[config.mk]
export PLATFORM = sky130hd
export DESIGN_NAME = lsu
export DESIGN_NICKNAME = d
export VERILOG_FILES = /design/src/rtl/lsu_pkg.sv /design/src/rtl/lsu_store_align.sv /design/src/rtl/lsu.sv
export SDC_FILE = /design/constraint.sdc
export NUM_CORES = 1
export LEC_CHECK = 0
export CAP_MARGIN = 30
export CORE_MARGIN = 3
export CORE_UTILIZATION = 45
export DETAILED_ROUTE_END_ITERATION = 8
export GPL_ROUTABILITY_DRIVEN = 0
export PLACE_DENSITY_LB_ADDON = 0.15
export SLEW_MARGIN = 0
export SYNTH_ARGS = -nofsm -noshare
export SYNTH_HDL_FRONTEND = slang
export SYNTH_SLANG_ARGS = --single-unit
[constraint.sdc]
create_clock -name clk -period 3 [get_ports clk]
set_input_delay 0.3 -clock clk [delete_from_list [all_inputs] [get_ports clk]]
set_output_delay 0.3 -clock clk [all_outputs]
set_load 0.1 [all_outputs]
[src/rtl/lsu_pkg.sv]
// lsu_pkg: shared FSM states, RV32I funct3 codes, load mask codes and request decode helpers
package lsu_pkg;
  typedef enum logic [1:0] {IDLE, ACCESS, WAIT, DONE} state_e;
  localparam logic [2:0] F3_B  = 3'b000;
  localparam logic [2:0] F3_H  = 3'b001;
  localparam logic [2:0] F3_W  = 3'b010;
  localparam logic [2:0] F3_BU = 3'b100;
  localparam logic [2:0] F3_HU = 3'b101;
  localparam logic [3:0] LM_B  = 4'b0000;
  localparam logic [3:0] LM_H  = 4'b0001;
  localparam logic [3:0] LM_W  = 4'b0010;
  localparam logic [3:0] LM_BU = 4'b0011;
  localparam logic [3:0] LM_HU = 4'b0100;
  function automatic logic [3:0] load_mask(input logic [2:0] f3);
    return f3 == F3_H ? LM_H : f3 == F3_W ? LM_W : f3 == F3_BU ? LM_BU : f3 == F3_HU ? LM_HU : LM_B;
  endfunction
  function automatic logic legal_f3(input logic ld, input logic [2:0] f3);
    return ld ? (f3 != 3'b011 && f3[2:1] != 2'b11) : (f3 < 3'b011);
  endfunction
  function automatic logic bad_align(input logic [2:0] f3, input logic [1:0] a);
    return f3[1:0] == 2'b01 ? a[0] : f3[1:0] == 2'b10 ? |a : 1'b0;
  endfunction
  function automatic logic [31:0] nat_align(input logic [2:0] f3, input logic [31:0] a);
    return f3[1:0] == 2'b10 ? {a[31:2], 2'b00} : f3[1:0] == 2'b01 ? {a[31:1], 1'b0} : a;
  endfunction
endpackage

[src/rtl/lsu_store_align.sv]
// lsu_store_align: steers store data onto byte lanes and builds the byte-enable mask
module lsu_store_align (
  input  logic [1:0]  size,
  input  logic [1:0]  addr,
  input  logic [31:0] wdata,
  output logic [3:0]  mask,
  output logic [31:0] lane_wdata
);
  // replicate the datum across all lanes; the mask selects which lanes the memory writes
  always_comb begin
    mask = size == 2'b10 ? 4'b1111 : size == 2'b01 ? 4'b0011 << {addr[1], 1'b0} : 4'b0001 << addr;
    lane_wdata = size == 2'b10 ? wdata : size == 2'b01 ? {2{wdata[15:0]}} : {4{wdata[7:0]}};
  end
endmodule

[src/rtl/lsu.sv]
// lsu: load/store unit FSM; define LSU_MISALIGN_EXC_EN to report misaligned requests instead of aligning them
module lsu
  import lsu_pkg::*;
#(
  parameter int unsigned WAIT_MAX = 8
) (
  input  logic        clk,
  input  logic        rst,
  input  logic        req_valid,
  input  logic        req_load,
  input  logic [2:0]  req_funct3,
  input  logic [31:0] req_addr,
  input  logic [31:0] req_wdata,
  output logic        stall,
  output logic        resp_valid,
  output logic [31:0] resp_rdata,
  output logic        resp_fault,
  output logic        misaligned,
  output logic [31:0] dmem_addr,
  output logic [31:0] dmem_wdata,
  output logic        dmem_cs_n,
  output logic        dmem_rd,
  output logic [3:0]  dmem_mask,
  input  logic        dmem_valid,
  input  logic [31:0] dmem_rdata
);
  localparam logic [7:0] CNT_LAST = 8'(WAIT_MAX - 1);
  state_e state_q, state_d;
  logic [7:0] cnt_q, cnt_d;
  logic [31:0] addr_q, addr_d, wdata_q, wdata_d, rdata_q, rdata_d;
  logic [2:0] f3_q, f3_d;
  logic load_q, load_d, rv_q, rv_d, fault_q, fault_d, mis_q, mis_d, cs_n_q, cs_n_d;
  logic [3:0] st_mask;
  lsu_store_align u_align (
    .size(f3_q[1:0]),
    .addr(addr_q[1:0]),
    .wdata(wdata_q),
    .mask(st_mask),
    .lane_wdata(dmem_wdata)
  );
  // next-state and registered-output logic; rv_d is set exactly on entry to DONE
  always_comb begin
    state_d = state_q;
    cnt_d = cnt_q;
    addr_d = addr_q;
    wdata_d = wdata_q;
    rdata_d = rdata_q;
    f3_d = f3_q;
    load_d = load_q;
    rv_d = 1'b0;
    fault_d = 1'b0;
    mis_d = 1'b0;
    cs_n_d = cs_n_q;
    unique case (state_q)
      IDLE: if (req_valid) begin
        if (!legal_f3(req_load, req_funct3)) begin
          state_d = DONE;
          rv_d = 1'b1;
          fault_d = 1'b1;
        end
`ifdef LSU_MISALIGN_EXC_EN
        else if (bad_align(req_funct3, req_addr[1:0])) begin
          state_d = DONE;
          rv_d = 1'b1;
          mis_d = 1'b1;
        end
`endif
        else begin
          state_d = ACCESS;
          cs_n_d = 1'b0;
          addr_d = nat_align(req_funct3, req_addr);
          f3_d = req_funct3;
          load_d = req_load;
          wdata_d = req_wdata;
        end
      end
      ACCESS: if (!load_q || dmem_valid) begin
        state_d = DONE;
        rv_d = 1'b1;
        cs_n_d = 1'b1;
        rdata_d = load_q ? dmem_rdata : rdata_q;
      end else begin
        state_d = WAIT;
        cnt_d = 8'd1;
      end
      WAIT: if (dmem_valid || cnt_q == CNT_LAST) begin
        state_d = DONE;
        rv_d = 1'b1;
        cs_n_d = 1'b1;
        fault_d = !dmem_valid;
        rdata_d = dmem_valid ? dmem_rdata : rdata_q;
      end else begin
        cnt_d = cnt_q + 8'd1;
      end
      DONE: begin
        state_d = IDLE;
        cnt_d = 8'd0;
      end
    endcase
  end
  // state register; reset aborts any access in flight without a response
  always_ff @(posedge clk) begin
    if (rst) begin
      state_q <= IDLE;
      cnt_q <= 8'd0;
      addr_q <= 32'd0;
      wdata_q <= 32'd0;
      rdata_q <= 32'd0;
      f3_q <= 3'd0;
      load_q <= 1'b0;
      rv_q <= 1'b0;
      fault_q <= 1'b0;
      mis_q <= 1'b0;
      cs_n_q <= 1'b1;
    end else begin
      state_q <= state_d;
      cnt_q <= cnt_d;
      addr_q <= addr_d;
      wdata_q <= wdata_d;
      rdata_q <= rdata_d;
      f3_q <= f3_d;
      load_q <= load_d;
      rv_q <= rv_d;
      fault_q <= fault_d;
      mis_q <= mis_d;
      cs_n_q <= cs_n_d;
    end
  end
  assign stall = (state_q == IDLE && req_valid) || state_q == ACCESS || state_q == WAIT;
  assign resp_valid = rv_q;
  assign resp_rdata = rdata_q;
  assign resp_fault = fault_q;
  assign misaligned = mis_q;
  assign dmem_addr = addr_q;
  assign dmem_rd = load_q;
  assign dmem_cs_n = cs_n_q;
  assign dmem_mask = load_q ? load_mask(f3_q) : st_mask;
endmodule

==> flow_summary_export.csv <==
group,metric,value,unit
min_path,hp-class,"in2reg",
floorplanning,die_h,109,um
timing,hold_viol_final,0,
cts,htree_levels,4,
floorplanning,ios,210,
detailed_routing,vias,4982,
min_path,worstHoldStart,"rst",
timing,finalMaxSlewViolations,0,
synth,async_flop_share,0,%
setup_path,r2r_setup_slack,0.82,ns
synth,synth-compound-area-share,17.7,%
cells_and_area,diodes,0,
cts,cts_resized,0,
timing,rsz0062_at_grt,"no",
synth,syn_inst,642,
setup_path,cp_max_fo,11,
setup_path,slowest_stage,"dfxtp_1",
floorplanning,dieWidth,109,um
cells_and_area,drive_gt1_share,12.5,%
pwr,netSwitchingPower,2.89,mW
timing,period_needed,2.55,ns
floorplanning,core-area,10300,um2
cts,cts_tree,"built",
cts,postCtsSetupBuffers,0,
detailed_routing,drcViolationCount,0,
timing,relSlewSlack,33.0,%
floorplanning,dieArea,11900,um2
grt,grt_start_max_net_pins,61,
pwr,switching_share,42.1,%
grt,grt_pass1_wl,23200,um
synth,synthesis.area,4780,um2
setup_path,r2r_start,"state_q[1]",
cells_and_area,syn_to_final_growth,62.8,%
min_path,holdPathStages,2,
synth,synth.area.mux_share,0.968,%
synth,syn_nets,752,
pwr,irDropWorstVdd,504,uV
placement,io_buffers,208,
cts,cts_made_buffers,17,
timing,whs,0.272,ns
timing,fmax,0.393,GHz
cells_and_area,fin_cells,975,
synth,yosysSeqAreaShare,47.3,%
setup_path,cp_common_cell,"nand2_1",
grt,grt.total_usage,24.8,%
run_status,status,"finished, final reports clean",
detailed_routing,drt_iter0_drc,388,
pwr,intPower,3.97,mW
cts,cts_root_buf,"clkbuf_8",
timing,worst_pin_slew,1.00,ns
synth,synth_top_family_by_area,"simple AND/OR/NAND/NOR gates",
timing,fin_skew,0.00686,ns
setup_path,crit_path_start_kind,"flip-flop",
placement,dpl.hpwl,10500,um
synth,synth-xor-area-share,0.366,%
job,maxCapViolations,0,
detailed_routing,viasPerCell,5.11,
pwr,seqPwrFrac,26.5,%
setup_path,slowest_delay,0.46,ns
pwr,p_per_area,881,nW/um2
grt,gr-total-overflow,0,
cells_and_area,nets,937,
pwr,clkPwrFrac,30.9,%
setup_path,critPathCaptureType,"output pin",
detailed_routing,wl_per_cell,15.2,um
setup_path,cp.arrival,2.25,ns
cts,clkSlewWorstSetupHoldPaths,0.05,ns
cells_and_area,layout_commonest_cell,"nand2_1",
detailed_routing,drtPass1Iterations,6,
synth,synth_edf_count,0,
synth,synth_ff_type,"dfxtp_1",
cts,cts.sinks,113,
synth,yosys.area_share.simple,26.3,%
cts,clockBufferDepth,2,
cells_and_area,finalCoreUtilization,75.4,%
detailed_routing,ant_nets,0,
floorplanning,initial_utilization,46.3,%
timing,min_period_over_period,84.9,%
synth,ys_types,53,
detailed_routing,totalWireLength,14900,um
grt,antenna_found_initial,0,
cells_and_area,mostFrequentLayoutCells,"263 x nand2_1, 153 x clkdlybuf4s50_1, 113 x dfxtp_1, 109 x a21oi_1, 32 x buf_4",
timing,setup_viol,0,
cts,hold_buffers,0,
setup_path,reg2reg_to,"dmem_addr[23]",
grt,grt_pass1_vias,4923,
setup_path,cp_cell_sequence,"nand2b_1 > nand2_1 > nand2_1 > nand2_1 > buf_12",
setup_path,critPathKind,"reg2out",
min_path,min_to,"resp_rdata[1]",
synth,synth.avg_cell_area,7.45,um2
pwr,p_leak,3.00,nW
synth,ys.warnings.count,0,
floorplanning,row_count,37,
pwr,p_comb_share,42.6,%
synth,yosys_register_bits,113,
placement,dp.cells,943,
synth,synthAdderAreaFrac,1.57,%
setup_path,ff2ff_path_depth,7,
setup_path,crit_required,2.70,ns
cts,clkLatencyLatePin,0.51,ns
metal layers:
layer	wire length (um)	track usage, %
met1	5820	27.8
met2	7510	43.3
met3	1230	8.47
met4	286	9.47
met5	0	0
final cells by class:
type | count | area, um2
inverters | 9 | 33.8
clock buffers | 23 | 487
repair buffers | 216 | 2410
fillers | 722 | 2540
well taps | 136 | 170
flip-flops and latches | 113 | 2260
multi-input cells | 470 | 2270
clock inverters | 8 | 150
Yosys cell counts (4+ instances only):
master / count / area [um2]
nand2_1: 263 / 987
dfxtp_1: 113 / 2260
a21oi_1: 111 / 556
clkbuf_1: 24 / 90.1
buf_2: 13 / 65.1
nor2_1: 11 / 41.3
buf_4: 10 / 75.1
a22oi_1: 9 / 67.6
inv_1: 9 / 33.8
o21ai_0: 7 / 35.0
ha_1: 6 / 75.1
nand3_1: 6 / 30.0
and2_1: 4 / 25.0
nand2b_1: 4 / 25.0
power groups by stage:
stage | Clock (mW) | Sequential [mW] | Combinational, mW
2_1_floorplan | 0 | 2.63 | 1.29
3_3_place_gp | 0 | 1.83 | 2.85
3_5_place_dp | 0 | 1.85 | 2.89
4_1_cts | 2.15 | 1.82 | 2.91
5_1_grt | 2.22 | 1.84 | 3.06
6_report | 2.12 | 1.82 | 2.92
state kept, by name, indices dropped and copies added, names as in the netlist:
signal      cells
wdata_q        32
dmem_rd         1
dmem_addr      32
state_q         2
dmem_cs_n       1
cnt_q           8
f3_q            3
resp_valid      1
resp_fault      1
resp_rdata     32
worst max-delay path: cells and delay by family, from the launching register on:
kind	cells	cell delay [ns]
and+or+nand+nor	4	1.08
buffers and inverters	1	0.19
DFF	1	0.46
cells by family after synthesis:
| group | after synthesis |
|---|---|
| buf+inv | 59 |
| simple gates | 307 |
| flops | 113 |
| xor+xnor | 2 |
| fa+ha+maj | 6 |
| other cells | 1 |
| compound gates | 150 |
| mux | 4 |
worst max path at each step:
stage / start / to / slack, ns / depth (start not counted)
after floorplan: dmem_rd / dmem_mask[0] / -0.03 / 3
after global placement: req_funct3[1] / dmem_addr[21] / 0.74 / 6
after detailed placement: req_funct3[1] / dmem_addr[23] / 0.64 / 6
after CTS: f3_q[0] / dmem_wdata[11] / 0.45 / 5
after global routing: f3_q[0] / dmem_wdata[11] / 0.30 / 5
final: f3_q[0] / dmem_wdata[11] / 0.45 / 5
through the flow:
stage                     area (um2)  setup slack, ns  power [mW]  TNS (ns)
after floorplan                 4800          -0.0347        3.92   -0.0347
after global routing            7780            0.303        7.13         0
after global placement          7090            0.737        4.68         0
after detailed placement        7120            0.639        4.73         0
final                           7780            0.452        6.86         0
after CTS                       7760            0.446        6.88         0
(Power assumes the default switching activity.)
==> RTL edit (config.mk and constraints unchanged) <==
`addr_q` no longer has a reset.
--- a/src/rtl/lsu.sv
+++ b/src/rtl/lsu.sv
@@ -104,5 +104,4 @@
       state_q <= IDLE;
       cnt_q <= 8'd0;
-      addr_q <= 32'd0;
       wdata_q <= 32'd0;
       rdata_q <= 32'd0;
@@ -116,5 +115,4 @@
       state_q <= state_d;
       cnt_q <= cnt_d;
-      addr_q <= addr_d;
       wdata_q <= wdata_d;
       rdata_q <= rdata_d;
@@ -126,4 +124,8 @@
       cs_n_q <= cs_n_d;
     end
+  end
+
+  always_ff @(posedge clk) begin
+    addr_q <= addr_d;
   end
   assign stall = (state_q == IDLE && req_valid) || state_q == ACCESS || state_q == WAIT;
Formal check against the unedited RTL: not equivalent (a bounded check fails within 4 cycles, from zero or initial values and one cycle with rst high).
==> RTL edit against the original RTL <==
- combinational power grew 2%
- critical path type unchanged
- clock power decreased by 11%
- final area down 2.0%
- wire length decreased by 13%
- power fell by 1.5%
- area after synthesis is 0.31% higher
- setup slack got worse by 120 ps
- synthesized cell count fell by 26%
- sequential cell count stayed put
==> RTL edit: results (changes against the original RTL) <==
\begin{tabular}{lr}
\hline
Metric & Value \\
\hline
\multicolumn{2}{l}{\textbf{Run status}} \\
\quad Status & completed \\
\multicolumn{2}{l}{\textbf{Timing}} \\
\quad Clock Skew & 11.23 ps (+4.363 ps) \\
\quad Final period demand of the worst path & 2665 ps (+117.3 ps) \\
\multicolumn{2}{l}{\textbf{Setup path}} \\
\quad Number of cells traversed by the worst register-to-register path & 6 (-1) \\
\quad Critical path endpoint & dmem\_wdata[15] \\
\quad Reg-to-reg endpoint & cnt\_q[5] \\
\multicolumn{2}{l}{\textbf{Power and ir drop}} \\
\quad Cell area power density & 886.0 nW/µm² (+0.53\%) \\
\quad Combinational cell fraction of total power & 44.0\% (+1.4 points) \\
\quad Total leakage power & 3.091 nW (+3.1\%) \\
\quad Fraction of power spent switching nets & 43.24\% (+1.2 points) \\
\quad VDD IR-drop max & 0.5800 mV (+15\%) \\
\multicolumn{2}{l}{\textbf{Yosys}} \\
\quad EDFF count, synth & 32 (+32) \\
\quad Top post-synthesis cells by area & dfxtp\_1 34\%, edfxtp\_1 20\%, mux2i\_1 9.8\% \\
\quad Portion of the post-synthesis area used by sequential elements & 53.83\% (+6.5 points) \\
\quad Most instantiated cells after synthesis & 81 x dfxtp\_1, 76 x nand2\_1, 52 x a21oi\_1, 47 x mux2i\_1, 46 x nor2\_1 \\
\multicolumn{2}{l}{\textbf{Routing}} \\
\quad Length of the first detailed-routing pass in iterations & 4 (-2) \\
\quad Number of DRC markers after the initial detailed-route iteration & 172 (-56\%) \\
\quad Drt via density & 4.988 (-2.4\%) \\
\multicolumn{2}{l}{\textbf{Cells and area}} \\
\quad Filler cell count in the final layout & 729 (+0.97\%) \\
\quad Fraction of the core area covered by cells at the end of the flow & 73.88\% (-1.5 points) \\
\quad Final standard cell count with taps included and fillers excluded & 824 (-15\%) \\
\quad Share of cells above drive strength 1 & 19.19\% (+6.7 points) \\
\multicolumn{2}{l}{\textbf{GRT}} \\
\quad Maximum number of pins on one net before global-route repair & 45 (-26\%) \\
\quad Grt met1 use & 23.94\% (-3.9 points) \\
\multicolumn{2}{l}{\textbf{Placed design}} \\
\quad Placement-stage cell area & 7064 µm² (-0.77\%) \\
\quad Placed cell count & 792 (-16\%) \\
\hline
\end{tabular}
-- RTL edit: cell types whose count changed after synthesis, sizes merged, moves of 4 or more --
cell    unedited run  this run
a211oi             1         8
a21oi            112        52
buf               26        17
a22oi              9         0
mux2               2        16
mux2i              2        47
nand2            263        76
clkbuf            24        20
edfxtp             0        32
dfxtp            113        81
nor2b              3        12
nor2              11        46
-- RTL edit: cell type report --
class	count	area share (%)
sequential	113	33.86
clock inverter	10	1.427
tap	136	2.231
inverter	9	0.4429
multi-input combinational	317	26.62
clock buffer	22	5.955
timing repair buffer	217	29.46
-- RTL edit: cells by family (layout without fill, tap and decap cells) --
family	count (synthesis)	after routing	share of synthesized area, %
DFF	113	113	53.83
buffers and inverters	46	258	4.851
xor gates and xnor gates	1	1	0.1826
and+or+nand+nor	157	157	14.45
adders and majority gates	8	8	2.087
muxes	63	63	13.56
AOI/OAI and AO/OA	87	87	10.95
other	1	1	0.07817
